**src/rtl/bin_search_guesser.sv**
```systemverilog
// Binary-search guesser: drives guesses to a magnitude comparator holding a
// secret, narrows [lo, hi] on each gt/lt response and reports the secret and
// the number of attempts once the comparator answers eq.
module bin_search_guesser #(
    parameter int WIDTH = 4,
    parameter int CNT_W = $clog2(WIDTH + 2)
) (
    input  logic             clk,
    input  logic             rst,
    input  logic             start,
    output logic [WIDTH-1:0] guess,
    output logic             guess_valid,
    input  logic             resp_valid,
    input  logic             gt,
    input  logic             eq,
    input  logic             lt,
    output logic             busy,
    output logic             done,
    output logic             error,
    output logic [WIDTH-1:0] result,
    output logic [CNT_W-1:0] attempts
);

    localparam logic [WIDTH-1:0] MAX_VAL = {WIDTH{1'b1}};
    localparam logic [WIDTH-1:0] ONE_VAL = {{(WIDTH-1){1'b0}}, 1'b1};
    localparam logic [CNT_W-1:0] CNT_MAX = {CNT_W{1'b1}};
    localparam logic [CNT_W-1:0] CNT_ONE = {{(CNT_W-1){1'b0}}, 1'b1};

    typedef enum logic [2:0] {
        IDLE,
        ASK,
        UPDATE,
        DONE,
        ERR
    } state_t;

    state_t           state, state_d;
    logic [WIDTH-1:0] lo, lo_d;
    logic [WIDTH-1:0] hi, hi_d;
    logic [WIDTH-1:0] guess_q, guess_d;
    logic [WIDTH-1:0] result_q, result_d;
    logic [CNT_W-1:0] attempts_q, attempts_d;

    // Midpoint on a WIDTH+1-bit sum so lo+hi never overflows.
    function automatic logic [WIDTH-1:0] midpoint(input logic [WIDTH-1:0] a,
                                                  input logic [WIDTH-1:0] b);
        logic [WIDTH:0] sum;
        sum = {1'b0, a} + {1'b0, b};
        return sum[WIDTH:1];
    endfunction

    // Attempt counter saturates rather than wrapping.
    function automatic logic [CNT_W-1:0] sat_inc(input logic [CNT_W-1:0] c);
        return (c == CNT_MAX) ? c : c + CNT_ONE;
    endfunction

    // FSM state register.
    always_ff @(posedge clk) begin
        if (rst) state <= IDLE;
        else     state <= state_d;
    end

    // Search-window, guess, result and attempt registers.
    always_ff @(posedge clk) begin
        if (rst) begin
            lo         <= '0;
            hi         <= MAX_VAL;
            guess_q    <= '0;
            result_q   <= '0;
            attempts_q <= '0;
        end else begin
            lo         <= lo_d;
            hi         <= hi_d;
            guess_q    <= guess_d;
            result_q   <= result_d;
            attempts_q <= attempts_d;
        end
    end

    // Next-state and datapath updates; a response is only consumed in ASK.
    always_comb begin
        state_d    = state;
        lo_d       = lo;
        hi_d       = hi;
        guess_d    = guess_q;
        result_d   = result_q;
        attempts_d = attempts_q;
        case (state)
            IDLE, DONE, ERR: begin
                if (start) begin
                    lo_d       = '0;
                    hi_d       = MAX_VAL;
                    attempts_d = '0;
                    guess_d    = midpoint('0, MAX_VAL);
                    state_d    = ASK;
                end
            end
            ASK: begin
                if (resp_valid) begin
                    attempts_d = sat_inc(attempts_q);
                    if (!$onehot({gt, eq, lt})) begin
                        state_d = ERR;
                    end else if (eq) begin
                        result_d = guess_q;
                        state_d  = DONE;
                    end else if (gt) begin
                        if (guess_q == MAX_VAL) begin
                            state_d = ERR;
                        end else begin
                            lo_d    = guess_q + ONE_VAL;
                            state_d = UPDATE;
                        end
                    end else begin
                        if (guess_q == '0) begin
                            state_d = ERR;
                        end else begin
                            hi_d    = guess_q - ONE_VAL;
                            state_d = UPDATE;
                        end
                    end
                end
            end
            UPDATE: begin
                // An empty window means the responder contradicted itself.
                if (lo > hi) begin
                    state_d = ERR;
                end else begin
                    guess_d = midpoint(lo, hi);
                    state_d = ASK;
                end
            end
            default: state_d = IDLE;
        endcase
    end

    assign guess       = guess_q;
    assign guess_valid = (state == ASK);
    assign busy        = (state == ASK) || (state == UPDATE);
    assign done        = (state == DONE);
    assign error       = (state == ERR);
    assign result      = result_q;
    assign attempts    = attempts_q;

endmodule

```
**config.mk**
```make
export PLATFORM = sky130hd
export DESIGN_NAME = bin_search_guesser
export DESIGN_NICKNAME = d
export VERILOG_FILES = /design/src/rtl/bin_search_guesser.sv
export SDC_FILE = /design/constraint.sdc
export NUM_CORES = 1
export LEC_CHECK = 0
export CORE_UTILIZATION = 57
export DETAILED_ROUTE_END_ITERATION = 12
export GPL_ROUTABILITY_DRIVEN = 0
export PLACE_DENSITY = 0.86
export SLEW_MARGIN = 10
export SYNTH_ARGS = -nofsm -noshare
export SYNTH_HDL_FRONTEND = slang
export SYNTH_SLANG_ARGS = --single-unit
```
**constraint.sdc**
```tcl
create_clock -name clk -period 4.6 [get_ports clk]
set_clock_uncertainty 0.15 [all_clocks]
set_input_delay 0.92 -clock clk [delete_from_list [all_inputs] [get_ports clk]]
set_output_delay 0.92 -clock clk [all_outputs]
set_load 0.02 [all_outputs]
```
==> results.yml <==
logic_synthesis:
  synth-async-reset-ratio: 0
  synth_ff_type: "dfxtp_1"
  synth_xor_area_frac: 0.0360
  yosys_warnings: 0
  synth_edf_count: 0
  synth_nets: 184
  synth_simple_gate_area_frac: 0.212
  synthCells: 162
  synth_compound_area_frac: 0.192
  synth_top_family_by_area: "simple AND/OR/NAND/NOR gates"
  yosysSeqAreaShare: 0.302
  synth-seq-cells: 22
  syn_area_um2: 1460
  synth_adder_area_share: 0.139
  muxShareOfSynthArea: 0.0480
  yosysUniqueCellTypes: 44
  avgSynthCellArea_um2: 9.01
cells_and_area:
  utilization: 0.734
  drive_above_1_share: 0.0994
  antenna_cells: 0
  fillers: 184
  finalNetCount: 204
  finish.instance_area_um2: 1700
  area_growth_pct: 16.5
floorplanning:
  start_util: 0.630
  io_pins: 22
  core_um2: 2320
  die_width_um: 52.6
  dieArea_um2: 2770
  die_h_um: 52.6
  rows: 17
grt:
  grt.overflow.total: 0
  grt_pass1_vias: 1162
  track_usage: 0.263
  antenna_found_initial: 0
  grt_max_degree: 24
  grt_pass1_wl_um: 5330
cts:
  clock-root-buffer: "clkbuf_4"
  cts_tree: "yes"
  postCtsSetupBuffers: 0
  cts_sinks: 22
  cts.repair.resized: 0
  ctsLongestPathBuffers: 2
  clock_latency_ns: 0.32
  htreeDepth: 1
  clk_pin_slew_ns: 0.13
  numCtsBuffers: 3
  cts_hold_buf: 0
critical_path:
  cp-end-kind: "output pin"
  cp.required_ns: 3.53
  critPathLaunchType: "register"
  worstSetupPathType: "reg -> out"
  cp_max_fo: 16
  arrival_ns: 2.12
sta:
  fin_setup_tns_ns: 0
  setup_viol: 0
  tightestPinTransition_ns: 0.865
  period_needed_ns: 3.19
  finalMaxSlewViolations: 0
  holdWs_ns: 0.358
  relSlewSlack: 0.421
  hold_viol: 0
  fmax_ghz: 0.314
  post-route-period-util: 0.693
  rsz0062_at_grt: "false"
drt:
  drt-total-wl_um: 3270
  via_count: 1238
  routed_via_density: 5.92
  first_pass_iters: 5
  postRouteAntennaNets: 0
  drcViolationCount: 0
  first_iter_violations: 42
  routedWlPerCell_um: 15.7
flow_run:
  cap_violations: 0
power:
  ir_drop_mv: 0.209
  fin_total_pwr_w: 0.000440
  p_per_area_nw_per_um2: 259
  leakage_nw: 0.708
place:
  placed_area_um2: 1670
  hpwl_um: 2450
  io_buffers: 21
outcome:
  status: "finished clean"
hold_path:
  hp-class: "reg -> reg"
[report_power, final]
group	total [W]	switching (W)	internal (W)
Sequential	0.000212	0.0000134	0.000199
Clock	0.000110	0.0000618	0.0000484
Combinational	0.000118	0.0000657	0.0000519
[sequential cells by signal (all words and copies together), names as in the netlist]
signal and flops:
hi 4, attempts 3, result 4, lo 4, guess 4, state 3
[area by class of cell]
cell class,instances,area (um^2),share of cell area
sequential,22,440,0.259
clock buffer,4,36.3,0.0213
multi-input combinational,118,915,0.538
inverter,16,65.1,0.0382
tap,28,35.0,0.0206
timing repair buffer,21,210,0.124
[critical path: stages (launching register included)]
cell             delay, ns
dfxtp_1               0.53
nand2b_2              0.29
clkinv_4              0.17
or2_1                 0.26
clkdlybuf4s50_1       0.53
[synth_stat cells (3+ instances only)]
cell type   n  area [um^2]
a21oi_2     4         35.0
dfxtp_1    22          440
xnor2_1     4         35.0
a41oi_1     4         35.0
ha_1       13          163
nand2b_1    8         50.1
nor2_1      8         30.0
inv_1      14         52.6
nand3_1     9         45.0
nor3_1      8         40.0
mux2i_1     7         70.1
a21oi_1    14         70.1
nand4_1     3         18.8
[stage by stage]
step	instances	worst slack [ns]
detailed placement	205	1.21
CTS	209	1.43
floorplan	162	2.05
finish	209	1.41
global route	209	1.30
global placement	205	1.32
[layer usage]
| metal | track usage | up-vias | wire length [um] |
|---|---|---|---|
| met5 | 0 | - | 0 |
| met3 | 0.0435 | 5 | 210 |
| li1 | - | 617 | - |
| met1 | 0.337 | 560 | 1480 |
| met2 | 0.437 | 56 | 1540 |
| met4 | 0.0965 | 0 | 38 |
[cells by family after synthesis]
group,Yosys count
flip-flops,22
XOR/XNOR,6
AND/OR/NAND/NOR,50
buffers and inverters,22
adder cells (fa/ha/maj),15
multiplexers,7
AO/OA/AOI/OAI,40
[cells in the final DEF, fill, tap and decap left out, types with 7 or more instances in the layout]
cell type         n
ha_1             13
nor3_1            8
dfxtp_1          22
clkdlybuf4s50_1  21
mux2i_1           7
a21oi_1          14
nand2b_1          8
inv_1            14
nand3_1           9
nor2_1            8
[final timing paths]
check                            from                  endpoint  slack [ns]  depth (start not counted)
max             state[1]$_SDFFE_PP0P_                      busy        1.41                          4
min          attempts[2]$_SDFFE_PP0P_  attempts[2]$_SDFFE_PP0P_        0.36                          2
max reg2reg        hi[1]$_SDFFE_PP1P_     guess[2]$_SDFFE_PP0P_        2.47                          7
min reg2reg  attempts[2]$_SDFFE_PP0P_  attempts[2]$_SDFFE_PP0P_        0.36                          2
Power figures use the tool's default switching activity.
